File: src/rtl/stencil_kernel_ctrl_if.sv
// Kernel-side stream bundle for stencil_kernel_ctrl: node-data source, from_kernel
// data/ctrl streams towards the wrapper, and to_kernel ctrl/data streams back from it.
interface stencil_kernel_ctrl_if;
    // All streams: a beat transfers on a rising clk edge where tvalid && tready are both
    // high. A source keeps tvalid, tdata and tlast steady from assertion until that beat;
    // a sink may raise or drop tready in any cycle.
    logic [31:0] nd_tdata;
    logic        nd_tvalid;
    logic        nd_tready;
    logic        nd_tlast;

    logic [31:0] m_data_tdata;
    logic        m_data_tvalid;
    logic        m_data_tready;
    logic        m_data_tlast;

    logic [7:0]  m_ctrl_tdata;
    logic        m_ctrl_tvalid;
    logic        m_ctrl_tready;
    logic        m_ctrl_tlast;

    logic [7:0]  s_ctrl_tdata;
    logic        s_ctrl_tvalid;
    logic        s_ctrl_tready;

    logic [31:0] s_data_tdata;
    logic        s_data_tvalid;
    logic        s_data_tready;

    modport master (
        input  nd_tdata, nd_tvalid, nd_tlast,
        output nd_tready,
        output m_data_tdata, m_data_tvalid, m_data_tlast,
        input  m_data_tready,
        output m_ctrl_tdata, m_ctrl_tvalid, m_ctrl_tlast,
        input  m_ctrl_tready,
        input  s_ctrl_tdata, s_ctrl_tvalid,
        output s_ctrl_tready,
        input  s_data_tdata, s_data_tvalid,
        output s_data_tready
    );

    modport slave (
        output nd_tdata, nd_tvalid, nd_tlast,
        input  nd_tready,
        input  m_data_tdata, m_data_tvalid, m_data_tlast,
        output m_data_tready,
        input  m_ctrl_tdata, m_ctrl_tvalid, m_ctrl_tlast,
        output m_ctrl_tready,
        output s_ctrl_tdata, s_ctrl_tvalid,
        input  s_ctrl_tready,
        output s_data_tdata, s_data_tvalid,
        input  s_data_tready
    );
endinterface

File: src/rtl/stencil_kernel_ctrl.sv
// Hardware stand-in for the Jacobi stencil kernel: forwards one node packet, does the clear
// handshake, then N start/done iterations capturing three stats words each.
// Optional watchdog on the response waits: define STENCIL_KERNEL_CTRL_TIMEOUT_EN.
module stencil_kernel_ctrl #(
    parameter logic [7:0] CMD_CLEAR = 8'h03,
    parameter logic [7:0] CMD_START = 8'h01,
    parameter logic [7:0] CMD_DONE  = 8'h01
`ifdef STENCIL_KERNEL_CTRL_TIMEOUT_EN
    ,
    parameter int unsigned TIMEOUT_CYCLES = 1000000
`endif
) (
    input  logic        clk,
    input  logic        reset_n,
    input  logic        cfg_start,
    input  logic [15:0] cfg_num_iters,
    stencil_kernel_ctrl_if.master bus,
    output logic        busy,
    output logic        done,
    output logic [1:0]  error,
    output logic [15:0] iter_count,
    output logic [31:0] stat0,
    output logic [31:0] stat1,
    output logic [31:0] stat2,
    output logic [3:0]  dbg_state
);

    typedef enum logic [3:0] {
        IDLE       = 4'd0,
        SEND_NODE  = 4'd1,
        SEND_CLEAR = 4'd2,
        WAIT_CLEAR = 4'd3,
        SEND_START = 4'd4,
        SEND_DONE  = 4'd5,
        WAIT_DONE  = 4'd6,
        READ_STATS = 4'd7,
        FINISH     = 4'd8
    } state_t;

    state_t      state_q;
    logic [15:0] iters_q;
    logic [15:0] iter_count_q;
    logic [1:0]  stat_idx_q;
    logic [31:0] stat0_q, stat1_q, stat2_q;
    logic        busy_q, done_q, err_code_q;

    logic nd_hs, ctrl_hs, s_ctrl_hs, s_data_hs;
    logic unused_ctrl_bits;

    assign nd_hs     = bus.nd_tvalid && bus.m_data_tready;
    assign ctrl_hs   = bus.m_ctrl_tvalid && bus.m_ctrl_tready;
    assign s_ctrl_hs = bus.s_ctrl_tvalid && bus.s_ctrl_tready;
    assign s_data_hs = bus.s_data_tvalid && bus.s_data_tready;
    assign unused_ctrl_bits = ^bus.s_ctrl_tdata[7:2];

    // Stream strobes decode directly from the state register so reset drops them at once.
    always_comb begin
        bus.nd_tready     = 1'b0;
        bus.m_data_tvalid = 1'b0;
        bus.m_data_tdata  = '0;
        bus.m_data_tlast  = 1'b0;
        bus.m_ctrl_tvalid = 1'b0;
        bus.m_ctrl_tdata  = '0;
        bus.m_ctrl_tlast  = 1'b0;
        bus.s_ctrl_tready = 1'b0;
        bus.s_data_tready = 1'b0;
        case (state_q)
            SEND_NODE: begin
                bus.m_data_tvalid = bus.nd_tvalid;
                bus.m_data_tdata  = bus.nd_tdata;
                bus.m_data_tlast  = bus.nd_tlast;
                bus.nd_tready     = bus.m_data_tready;
            end
            SEND_CLEAR: begin
                bus.m_ctrl_tvalid = 1'b1;
                bus.m_ctrl_tdata  = CMD_CLEAR;
                bus.m_ctrl_tlast  = 1'b1;
            end
            SEND_START: begin
                bus.m_ctrl_tvalid = 1'b1;
                bus.m_ctrl_tdata  = CMD_START;
                bus.m_ctrl_tlast  = 1'b1;
            end
            SEND_DONE: begin
                bus.m_ctrl_tvalid = 1'b1;
                bus.m_ctrl_tdata  = CMD_DONE;
                bus.m_ctrl_tlast  = 1'b1;
            end
            WAIT_CLEAR, WAIT_DONE: bus.s_ctrl_tready = 1'b1;
            READ_STATS:            bus.s_data_tready = 1'b1;
            default: ;
        endcase
    end

`ifdef STENCIL_KERNEL_CTRL_TIMEOUT_EN
    logic [31:0] wd_q;
    logic        err_to_q;
    logic        wd_active, wd_exit, wd_fire;

    assign wd_active = state_q inside {WAIT_CLEAR, SEND_DONE, WAIT_DONE};
    assign wd_exit   = ctrl_hs || s_ctrl_hs;
    assign wd_fire   = wd_active && !wd_exit && (wd_q == 32'(TIMEOUT_CYCLES - 1));

    always_ff @(posedge clk or negedge reset_n) begin
        if (!reset_n) begin
            wd_q     <= '0;
            err_to_q <= 1'b0;
        end else begin
            if (state_q == IDLE && cfg_start)
                err_to_q <= 1'b0;
            else if (wd_fire)
                err_to_q <= 1'b1;
            if (!wd_active || wd_exit || wd_fire)
                wd_q <= '0;
            else
                wd_q <= wd_q + 32'd1;
        end
    end

    assign error = {err_to_q, err_code_q};
`else
    assign error = {1'b0, err_code_q};
`endif

    always_ff @(posedge clk or negedge reset_n) begin
        if (!reset_n) begin
            state_q      <= IDLE;
            iters_q      <= '0;
            iter_count_q <= '0;
            stat_idx_q   <= '0;
            stat0_q      <= '0;
            stat1_q      <= '0;
            stat2_q      <= '0;
            busy_q       <= 1'b0;
            done_q       <= 1'b0;
            err_code_q   <= 1'b0;
        end else begin
            done_q <= 1'b0;
            case (state_q)
                IDLE: if (cfg_start) begin
                    iters_q      <= cfg_num_iters;
                    iter_count_q <= '0;
                    err_code_q   <= 1'b0;
                    busy_q       <= 1'b1;
                    state_q      <= SEND_NODE;
                end
                SEND_NODE:  if (nd_hs && bus.nd_tlast) state_q <= SEND_CLEAR;
                SEND_CLEAR: if (ctrl_hs) state_q <= WAIT_CLEAR;
                WAIT_CLEAR: if (s_ctrl_hs) begin
                    if (bus.s_ctrl_tdata[1:0] != 2'b11) err_code_q <= 1'b1;
                    if (iters_q != 16'd0) begin
                        state_q <= SEND_START;
                    end else begin
                        state_q <= FINISH;
                        busy_q  <= 1'b0;
                        done_q  <= 1'b1;
                    end
                end
                SEND_START: if (ctrl_hs) state_q <= SEND_DONE;
                SEND_DONE:  if (ctrl_hs) state_q <= WAIT_DONE;
                WAIT_DONE: if (s_ctrl_hs) begin
                    if (!bus.s_ctrl_tdata[0]) err_code_q <= 1'b1;
                    stat_idx_q <= 2'd0;
                    state_q    <= READ_STATS;
                end
                READ_STATS: if (s_data_hs) begin
                    stat_idx_q <= stat_idx_q + 2'd1;
                    case (stat_idx_q)
                        2'd0: stat0_q <= bus.s_data_tdata;
                        2'd1: stat1_q <= bus.s_data_tdata;
                        default: begin
                            stat2_q      <= bus.s_data_tdata;
                            iter_count_q <= iter_count_q + 16'd1;
                            // 17-bit compare: iters_q may be 65535, the largest count.
                            if ({1'b0, iter_count_q} + 17'd1 < {1'b0, iters_q}) begin
                                state_q <= SEND_START;
                            end else begin
                                state_q <= FINISH;
                                busy_q  <= 1'b0;
                                done_q  <= 1'b1;
                            end
                        end
                    endcase
                end
                FINISH:  state_q <= IDLE;
                default: state_q <= IDLE;
            endcase
`ifdef STENCIL_KERNEL_CTRL_TIMEOUT_EN
            if (wd_fire) begin
                state_q <= FINISH;
                busy_q  <= 1'b0;
                done_q  <= 1'b1;
            end
`endif
        end
    end

    assign busy       = busy_q;
    assign done       = done_q;
    assign iter_count = iter_count_q;
    assign stat0      = stat0_q;
    assign stat1      = stat1_q;
    assign stat2      = stat2_q;
    assign dbg_state  = state_q;

endmodule

File: src/flat_wrapper.sv
// flat-port wrapper written by rule: the top's interface ports become plain ports
module stencil_kernel_ctrl_flat 
#(
    parameter logic [7:0] CMD_CLEAR = 8'h03,
    parameter logic [7:0] CMD_START = 8'h01,
    parameter logic [7:0] CMD_DONE  = 8'h01

)
  (clk, reset_n, cfg_start, cfg_num_iters, busy, done, error, iter_count, stat0, stat1, stat2, dbg_state, bus_nd_tdata, bus_nd_tvalid, bus_nd_tlast, bus_nd_tready, bus_m_data_tdata, bus_m_data_tvalid, bus_m_data_tlast, bus_m_data_tready, bus_m_ctrl_tdata, bus_m_ctrl_tvalid, bus_m_ctrl_tlast, bus_m_ctrl_tready, bus_s_ctrl_tdata, bus_s_ctrl_tvalid, bus_s_ctrl_tready, bus_s_data_tdata, bus_s_data_tvalid, bus_s_data_tready);
  stencil_kernel_ctrl_if bus_i ();
  input  logic clk;
  input  logic reset_n;
  input  logic cfg_start;
  input  logic [15:0] cfg_num_iters;
  output logic busy;
  output logic done;
  output logic [1:0] error;
  output logic [15:0] iter_count;
  output logic [31:0] stat0;
  output logic [31:0] stat1;
  output logic [31:0] stat2;
  output logic [3:0] dbg_state;
  input wire logic [$bits(bus_i.nd_tdata)-1:0] bus_nd_tdata;
  input wire logic [$bits(bus_i.nd_tvalid)-1:0] bus_nd_tvalid;
  input wire logic [$bits(bus_i.nd_tlast)-1:0] bus_nd_tlast;
  output wire logic [$bits(bus_i.nd_tready)-1:0] bus_nd_tready;
  output wire logic [$bits(bus_i.m_data_tdata)-1:0] bus_m_data_tdata;
  output wire logic [$bits(bus_i.m_data_tvalid)-1:0] bus_m_data_tvalid;
  output wire logic [$bits(bus_i.m_data_tlast)-1:0] bus_m_data_tlast;
  input wire logic [$bits(bus_i.m_data_tready)-1:0] bus_m_data_tready;
  output wire logic [$bits(bus_i.m_ctrl_tdata)-1:0] bus_m_ctrl_tdata;
  output wire logic [$bits(bus_i.m_ctrl_tvalid)-1:0] bus_m_ctrl_tvalid;
  output wire logic [$bits(bus_i.m_ctrl_tlast)-1:0] bus_m_ctrl_tlast;
  input wire logic [$bits(bus_i.m_ctrl_tready)-1:0] bus_m_ctrl_tready;
  input wire logic [$bits(bus_i.s_ctrl_tdata)-1:0] bus_s_ctrl_tdata;
  input wire logic [$bits(bus_i.s_ctrl_tvalid)-1:0] bus_s_ctrl_tvalid;
  output wire logic [$bits(bus_i.s_ctrl_tready)-1:0] bus_s_ctrl_tready;
  input wire logic [$bits(bus_i.s_data_tdata)-1:0] bus_s_data_tdata;
  input wire logic [$bits(bus_i.s_data_tvalid)-1:0] bus_s_data_tvalid;
  output wire logic [$bits(bus_i.s_data_tready)-1:0] bus_s_data_tready;
  assign bus_i.nd_tdata = bus_nd_tdata;
  assign bus_i.nd_tvalid = bus_nd_tvalid;
  assign bus_i.nd_tlast = bus_nd_tlast;
  assign bus_nd_tready = bus_i.nd_tready;
  assign bus_m_data_tdata = bus_i.m_data_tdata;
  assign bus_m_data_tvalid = bus_i.m_data_tvalid;
  assign bus_m_data_tlast = bus_i.m_data_tlast;
  assign bus_i.m_data_tready = bus_m_data_tready;
  assign bus_m_ctrl_tdata = bus_i.m_ctrl_tdata;
  assign bus_m_ctrl_tvalid = bus_i.m_ctrl_tvalid;
  assign bus_m_ctrl_tlast = bus_i.m_ctrl_tlast;
  assign bus_i.m_ctrl_tready = bus_m_ctrl_tready;
  assign bus_i.s_ctrl_tdata = bus_s_ctrl_tdata;
  assign bus_i.s_ctrl_tvalid = bus_s_ctrl_tvalid;
  assign bus_s_ctrl_tready = bus_i.s_ctrl_tready;
  assign bus_i.s_data_tdata = bus_s_data_tdata;
  assign bus_i.s_data_tvalid = bus_s_data_tvalid;
  assign bus_s_data_tready = bus_i.s_data_tready;
  stencil_kernel_ctrl #(.CMD_CLEAR(CMD_CLEAR), .CMD_START(CMD_START), .CMD_DONE(CMD_DONE)) u_core (.clk(clk), .reset_n(reset_n), .cfg_start(cfg_start), .cfg_num_iters(cfg_num_iters), .bus(bus_i), .busy(busy), .done(done), .error(error), .iter_count(iter_count), .stat0(stat0), .stat1(stat1), .stat2(stat2), .dbg_state(dbg_state));
endmodule
File: config.mk
export PLATFORM = sky130hd
export DESIGN_NAME = stencil_kernel_ctrl_flat
export DESIGN_NICKNAME = d
export VERILOG_FILES = /design/src/rtl/stencil_kernel_ctrl_if.sv /design/src/rtl/stencil_kernel_ctrl.sv /design/src/flat_wrapper.sv
export SDC_FILE = /design/constraint.sdc
export NUM_CORES = 1
export LEC_CHECK = 0
export CAP_MARGIN = 20
export CORE_ASPECT_RATIO = 0.75
export CORE_MARGIN = 2
export CORE_UTILIZATION = 31
export CTS_CLUSTER_DIAMETER = 200
export DETAILED_ROUTE_END_ITERATION = 12
export GPL_TIMING_DRIVEN = 1
export PLACE_DENSITY_LB_ADDON = 0.25
export REMOVE_ABC_BUFFERS = 1
export SKIP_CTS_REPAIR_TIMING = 1
export SLEW_MARGIN = 20
export SYNTH_ARGS = -nofsm -noshare
export SYNTH_HDL_FRONTEND = slang
export SYNTH_SLANG_ARGS = --single-unit
File: constraint.sdc
create_clock -name clk -period 6 [get_ports clk]
set_input_delay 0.9 -clock clk [delete_from_list [all_inputs] [get_ports clk]]
set_output_delay 0.9 -clock clk [all_outputs]
set_load 0.02 [all_outputs]
# Word-level counts from Yosys, hierarchy flattened
# Cells that the tools add are included.
# classes
order_cmp	1
muxes	46
n_reduce_logical	25
n_bitwise	1
eq_ne	22
n_addsub	3
# op_table
op	count
two-way mux 16 bit	3
two-way mux 4 bit	11
two-way mux 32 bit	1
case mux 16 bit (2 select lines)	1
case mux 4 bit (8 select lines)	1
two-way mux 1 bit	22
adder 16 x 1 -> 17 bit (second input constant)	1
< comparator 17 x 16 -> 1 bit	1
adder 16 x 1 -> 16 bit (second input constant)	1
equality test 4 x 3 -> 1 bit (second input constant)	4
inequality test 2 x 1 -> 1 bit (second input constant)	8
nonzero test 16 bit	1
inequality test 2 bit (second input constant)	6
AND reduction 3 bit	4
AND reduction 9 bit	1
equality test 4 x 2 -> 1 bit (second input constant)	2
case mux 2 bit (2 select lines)	2
AND reduction 7 bit	1
case mux 1 bit (3 select lines)	2
AND reduction 6 bit	1
nonzero test 3 bit	2
OR reduction 2 bit	3
logical AND 1 bit	5
equality test 4 x 1 -> 1 bit (second input constant)	1
other kinds (11)	13
# word_totals
in_bits	97
elab_cells	108
ff_bits	137
out_inout_bits	167

# Longest topological paths before layout
# Gate-level depths: netlist of the first run.
# depth
depth_word	6
depth_mapped	12
ltp_nobuf	12

# Worst setup path after synthesis of the first run
# No wires, ideal clock.
# synth_path
path_kind	reg-to-reg
start	reg u_core.iter_count_q[0], in the netlist u_core.iter_count[0]
end	reg u_core.busy_q, in the netlist u_core.busy
arrival_ps	2942
path_slack_ps	2922
required_time_ps	5865
period_less_slack_ps	3078
path_buffers	0
setup_ps	135
path_stages_with_launch	13
path_cell_list	dfrtp_1 -> ha_1 -> nand3_1 -> or2_1 -> nor2_4 -> nand3_1 -> xnor2_1 -> ha_1 -> nand3_1 -> or3_1 -> o211a_2 -> o32ai_1 -> a311oi_1
# synth_between
elab_chain_len	4
# synth_lines
element	line	text
from (decl)	stencil_kernel_ctrl.sv:42	logic [15:0] iter_count_q;
from (signal assigned)	stencil_kernel_ctrl.sv:173	iter_count_q <= iter_count_q + 16'd1;
adder 16 x 1 -> 17 bit	stencil_kernel_ctrl.sv:175	if ({1'b0, iter_count_q} + 17'd1 < {1'b0, iters_q}) begin
< comparator 17 x 16 -> 1 bit	stencil_kernel_ctrl.sv:175	
inequality test 2 bit (no source line)	--	
AND reduction 7 bit (no source line)	--	
to (signal assigned)	stencil_kernel_ctrl.sv:144	busy_q <= 1'b1;
to (signal assigned)	stencil_kernel_ctrl.sv:155	busy_q <= 1'b0;
to (signal assigned)	stencil_kernel_ctrl.sv:179	busy_q <= 1'b0;
to (decl)	stencil_kernel_ctrl.sv:45	logic busy_q, done_q, err_code_q;
# Every way passes these cells.
# A chain may end at the register's enable or synchronous reset.

# Worst setup path after layout of the first run
# Same ends and word-level chain as after synthesis.

==> flow_summary.json, run 1 <==
{
  "pre_cts_slack_ns": 2.62,
  "synth_top_family_by_area": "simple AND/OR/NAND/NOR gates",
  "synth_compound_area_share_pct": 6.83,
  "grt_antenna_before_repair": 0,
  "drt_iter0_markers": 242,
  "maxSlewViolCount": 0,
  "initial_core_util_pct": 31.9,
  "viasPerCell": 4.51,
  "rsz0062_at_grt": "no",
  "num_rows": 45,
  "cap_violations": 0,
  "globalRouteOverflowTotal": 0,
  "critPathArrivalTime_ns": 3.67,
  "crit_path_end_kind": "register",
  "slowest_delay_ns": 0.44,
  "min_period_ns": 3.39,
  "htreeDepth": 4,
  "mostFrequentLayoutCell": "clkdlybuf4s50_1",
  "synthAdderAreaFrac_pct": 3.45,
  "slew_headroom_pct": 48.7,
  "core-area_um2": 20400,
  "power_density_nw_per_um2": 460,
  "hpwl_mm": 12.8,
  "clk_pin_slew_worst_paths_ns": 0.06,
  "crit_chain": "ha_1, nand3_1, or2_1, nor2_4, nand3_1, xnor2_1, ha_1, nand3_1, or3_1, o211a_2, o32ai_1, a311oi_1",
  "worstMarginPinSlew_ns": 0.770,
  "crit_required_ns": 6.28,
  "peakVddDrop_mv": 0.227,
  "die_h_um": 130,
  "hold_viol": 0,
  "die_area_um2": 22200,
  "worst_path_max_delay_cell": "dfrtp_1",
  "routedWlPerCell_um": 16.0,
  "cts_max_path_buffers": 2,
  "ys.flop_type": "dfrtp_1",
  "post_synth_and_or_nand_nor_area_fraction_pct": 16.4,
  "fin_util_pct": 48.1,
  "tritoncts": "built",
  "finalSetupViolations": 0,
  "area_growth_pct": 50.7,
  "io_pins": 264,
  "outcome": "completed",
  "post-route-drc-count": 0,
  "syn_area_um2": 6530,
  "drt.antenna.violating_nets": 0,
  "drive_above_1_share_pct": 7.25,
  "synth_seq_area_share_pct": 52.5,
  "startpoint_type": "register",
  "p_total_mw": 4.52,
  "whs_ns": 0.470,
  "firstDrtPassIters": 4,
  "grt_first_pass_wirelength_mm": 28.4,
  "yosysUniqueCellTypes": 58,
  "portBuffers": 250,
  "final_nets": 957,
  "num_vias": 5131,
  "die_x_um": 172,
  "grt_max_degree": 82,
  "synth_area_per_cell_um2": 10.9,
  "fin_skew_ns": 0.00991,
  "tns_ns": 0,
  "yosys_warnings": 0,
  "layout_common_cells": "clkdlybuf4s50_1, dfrtp_1, nand2_1",
  "clk_latency_ns": 0.41,
  "setup_ws_ns": 2.61,
  "worstSetupPathType": "reg -> reg",
  "cts_buffers": 17,
  "first_global_vias": 5043,
  "synth-edff-count": 0,
  "cts.root.buffer_cell": "clkbuf_16",
  "diodes": 0,
  "wirelength_mm": 18.2,
  "total_leakage_power_nw": 4.37,
  "clock_sinks": 137,
  "async_flop_share_pct": 100,
  "min_path_type": "reg -> reg",
  "synth-xor-area-share_pct": 1.88,
  "synth-seq-cells": 137,
  "netlist_instances": 600,
  "fmax_ghz": 0.295,
  "grt_usage_pct": 16.5,
  "period_share_pct": 56.5,
  "cp_common_cell": "nand3_1",
  "path_max_fanout": 7,
  "gp_congestion": 0.778,
  "synthMuxAreaShare_pct": 14.0
}
path summary, 6_finish.rpt:
path	startpoint	end	slack, ns	depth (start not counted)
worst min-delay path	u_core.stat2[20]$_DFFE_PN0P_	u_core.stat2[20]$_DFFE_PN0P_	0.47	2
max in group asynchronous	reset_n	u_core.iter_count[11]$_DFFE_PN0P_	4.17	2
worst max-delay path	u_core.iter_count[0]$_DFFE_PN0P_	u_core.busy$_DFFE_PN0P_	2.61	12
worst min register to register	u_core.stat2[20]$_DFFE_PN0P_	u_core.stat2[20]$_DFFE_PN0P_	0.47	2
min in group asynchronous	reset_n	u_core.stat0[26]$_DFFE_PN0P_	0.53	1
worst max register to register	u_core.iter_count[0]$_DFFE_PN0P_	u_core.busy$_DFFE_PN0P_	2.61	12
registers in the layout, indices dropped and copies added, names as in the netlist:
name / cells
u_core.busy: 1
u_core.iter_count: 16
u_core.dbg_state: 4
u_core.err_code_q: 1
u_core.done: 1
u_core.iters_q: 16
u_core.stat1: 32
u_core.stat2: 32
u_core.stat_idx_q: 2
u_core.stat0: 32
power by group:
group | internal (mW) | leakage (nW) | switching (mW)
clock | 0.635 | 0.295 | 0.432
combinational | 0.948 | 2.34 | 1.00
sequential | 1.29 | 1.73 | 0.222
total | 2.87 | 4.37 | 1.65
layout make-up:
class	count	area, µm²
clock inverters	14	165
inverters	21	78.8
fillers	1914	10600
repair buffers	256	2550
clock buffers	18	439
well taps	282	353
flip-flops and latches	137	3430
multi-input cells	409	2820
critical path: cells and delay by family, from the launching register on:
family	cells	cell delay, ns
xor+xnor	1	0.16
fa+ha+maj	2	0.58
simple gates	6	1.47
compound gates	3	0.60
flops	1	0.44
Yosys cell counts (all sizes together), types with 4 or more instances:
cell type / number / area (µm²)
nand3: 9 / 45.0
and2: 37 / 233
inv: 21 / 78.8
dfrtp: 137 / 3430
clkbuf: 5 / 18.8
xor2: 6 / 52.6
xnor2: 8 / 70.1
o31ai: 8 / 60.1
ha: 18 / 225
nor4: 7 / 58.8
nor2: 16 / 67.6
mux2: 81 / 916
nand4: 7 / 43.8
a21oi: 13 / 68.8
and3: 5 / 36.3
nor2b: 4 / 25.0
buf: 34 / 218
nand2: 120 / 453
o21ai: 34 / 178
per-layer routing:
metal  part of all wire (%)  global-route usage, %  wire length (µm)
met1                     48                   23.6              8700
met2                     46                   24.8              8320
met3                    5.2                   4.03               939
met4                    1.2                   4.99               222
met5                      0                      0                 0
cell families (layout without fill, tap and decap cells):
group | count (synthesis) | in the layout
muxes | 81 | 81
xor gates and xnor gates | 14 | 14
adders and majority gates | 18 | 18
other | 1 | 7
and+or+nand+nor | 218 | 218
DFF | 137 | 137
buffers and inverters | 60 | 309
AOI/OAI and AO/OA | 71 | 71
metrics by stage:
stage / instance area, µm² / std cells
2_1_floorplan: 6310 / 567
6_report: 9840 / 1137
3_5_place_dp: 9230 / 1105
5_1_grt: 9840 / 1137
3_3_place_gp: 9230 / 1105
4_1_cts: 9840 / 1137
Note: power is estimated with default switching activity, not from simulation.
==> run 2: changes to the inputs <==
clock period = 3.1 ns   (was 6 ns; I/O delays follow)
==> flow_summary.json, run 2 (same netlist as run 1, synthesis figures left out) <==
{
  "power_density_nw_per_um2": 892,
  "gp_congestion": 0.781,
  "io_pins": 264,
  "reg2reg_depth": 11,
  "num_rows": 45,
  "routedWlPerCell_um": 15.9,
  "hpwl_mm": 13.3,
  "drive_above_1_share_pct": 9.66,
  "clk_pin_slew_worst_paths_ns": 0.07,
  "globalRouteOverflowTotal": 0,
  "die_area_um2": 22200,
  "die_x_um": 172,
  "period_share_pct": 93.5,
  "grt_max_degree": 79,
  "portBuffers": 250,
  "switchingPower_mw": 3.22,
  "swShare_pct": 36.0,
  "crit_path_end_kind": "register",
  "final_nets": 972,
  "post-route-drc-count": 0,
  "drt_iter0_markers": 368,
  "initial_core_util_pct": 31.9,
  "r2r-end": "u_core.busy$_DFFE_PN0P_",
  "p_int_mw": 5.72,
  "ff2ff_setup_slack_ns": 0.20,
  "hold_viol": 0,
  "grt_first_pass_wirelength_mm": 29.1,
  "path_max_fanout": 5,
  "fin_util_pct": 49.1,
  "die_h_um": 130,
  "fmax_ghz": 0.345,
  "grt_usage_pct": 16.9,
  "wirelength_mm": 18.3,
  "total_leakage_power_nw": 4.47,
  "cts_buffers": 17,
  "pwr-share-clk_pct": 24.7,
  "rr_startpoint": "u_core.iter_count[6]$_DFFE_PN0P_",
  "worstMarginPinSlew_ns": 0.775,
  "seqPwrFrac_pct": 32.6,
  "layout.cells.non_filler": 1152,
  "num_vias": 5242,
  "clock_sinks": 137,
  "peakVddDrop_mv": 0.412,
  "outcome": "completed",
  "slew_headroom_pct": 48.1,
  "grt_antenna_before_repair": 0,
  "comb_power_share_pct": 42.7,
  "dpl.cell_count": 1120,
  "fin_skew_ns": 0.0130,
  "area_growth_pct": 53.6,
  "tns_ns": 0,
  "diodes": 0,
  "cts.root.buffer_cell": "clkbuf_16",
  "critPathArrivalTime_ns": 3.19,
  "core-area_um2": 20400,
  "rsz0062_at_grt": "no",
  "mostFrequentLayoutCell": "clkdlybuf4s50_1",
  "finalSetupViolations": 0,
  "crit_required_ns": 3.39,
  "min_period_ns": 2.90,
  "drt.antenna.violating_nets": 0,
  "viasPerCell": 4.55,
  "worstSetupPathType": "reg -> reg",
  "htreeDepth": 4,
  "clk_latency_ns": 0.42,
  "tritoncts": "built",
  "first_global_vias": 5180,
  "maxSlewViolCount": 0,
  "cts_max_path_buffers": 2,
  "firstDrtPassIters": 4,
  "min_path_type": "in -> async",
  "startpoint_type": "register",
  "cap_violations": 0,
  "layout_common_cells": "clkdlybuf4s50_1, dfrtp_1, nand2_1"
}
-- run 2: worst max path at each step --
stage / start / end / slack [ns] / cells past startpoint
floorplan: u_core.iter_count[0]$_DFFE_PN0P_ / u_core.busy$_DFFE_PN0P_ / 0.002 / 12
global placement: u_core.iter_count[1]$_DFFE_PN0P_ / u_core.busy$_DFFE_PN0P_ / 0.19 / 12
detailed placement: u_core.iter_count[1]$_DFFE_PN0P_ / u_core.busy$_DFFE_PN0P_ / 0.14 / 12
CTS: u_core.iter_count[1]$_DFFE_PN0P_ / u_core.busy$_DFFE_PN0P_ / 0.13 / 12
global route: u_core.iter_count[1]$_DFFE_PN0P_ / u_core.busy$_DFFE_PN0P_ / 0.03 / 12
finish: u_core.iter_count[6]$_DFFE_PN0P_ / u_core.busy$_DFFE_PN0P_ / 0.20 / 11
-- run 2: routing by layer --
metal / up-vias / GRT usage [%] / part of all wire (%)
met5: - / 0 / 0
met4: 0 / 4.49 / 1.6
met3: 21 / 4.40 / 5.0
met2: 128 / 25.5 / 45
met1: 2543 / 24.1 / 48
li1: 2550 / - / -
-- run 2: area by class of cell --
type | count | area (µm²)
multi-input cells | 409 | 2850
well taps | 282 | 353
clock buffers | 18 | 429
fillers | 1856 | 10400
flip-flops and latches | 137 | 3430
inverters | 21 | 78.8
clock inverters | 14 | 209
repair buffers | 271 | 2670
-- run 2: worst max-delay path, cell delays in order, from the launching register on --
cell      delay, ns
dfrtp_1        0.37
nand4_1        0.27
or2_4          0.35
nor2_4         0.16
nand3_1        0.13
xnor2_1        0.15
ha_1           0.32
nand3_1        0.08
or3_1          0.36
o211a_2        0.33
o32ai_2        0.18
a311oi_2       0.06
-- run 2: metrics by stage --
step                total power [mW]  instance area (µm²)  hold WS (ns)  setup slack, ns
finish                          8.94                10000        0.0625            0.202
global route                    9.48                10000         0.136           0.0279
CTS                             9.05                 9990         0.119            0.134
detailed placement              6.79                 9360         0.462            0.142
global placement                6.73                 9360         0.456            0.190
floorplan                       4.82                 6310         0.169          0.00240
-- run 2: power by group through the flow --
stage	clock network [mW]	registers, mW	logic [mW]
after floorplan	0	3.66	1.15
after global placement	0	2.92	3.81
after detailed placement	0	2.94	3.85
after CTS	2.26	2.92	3.86
after global routing	2.35	3.02	4.11
final	2.21	2.92	3.82
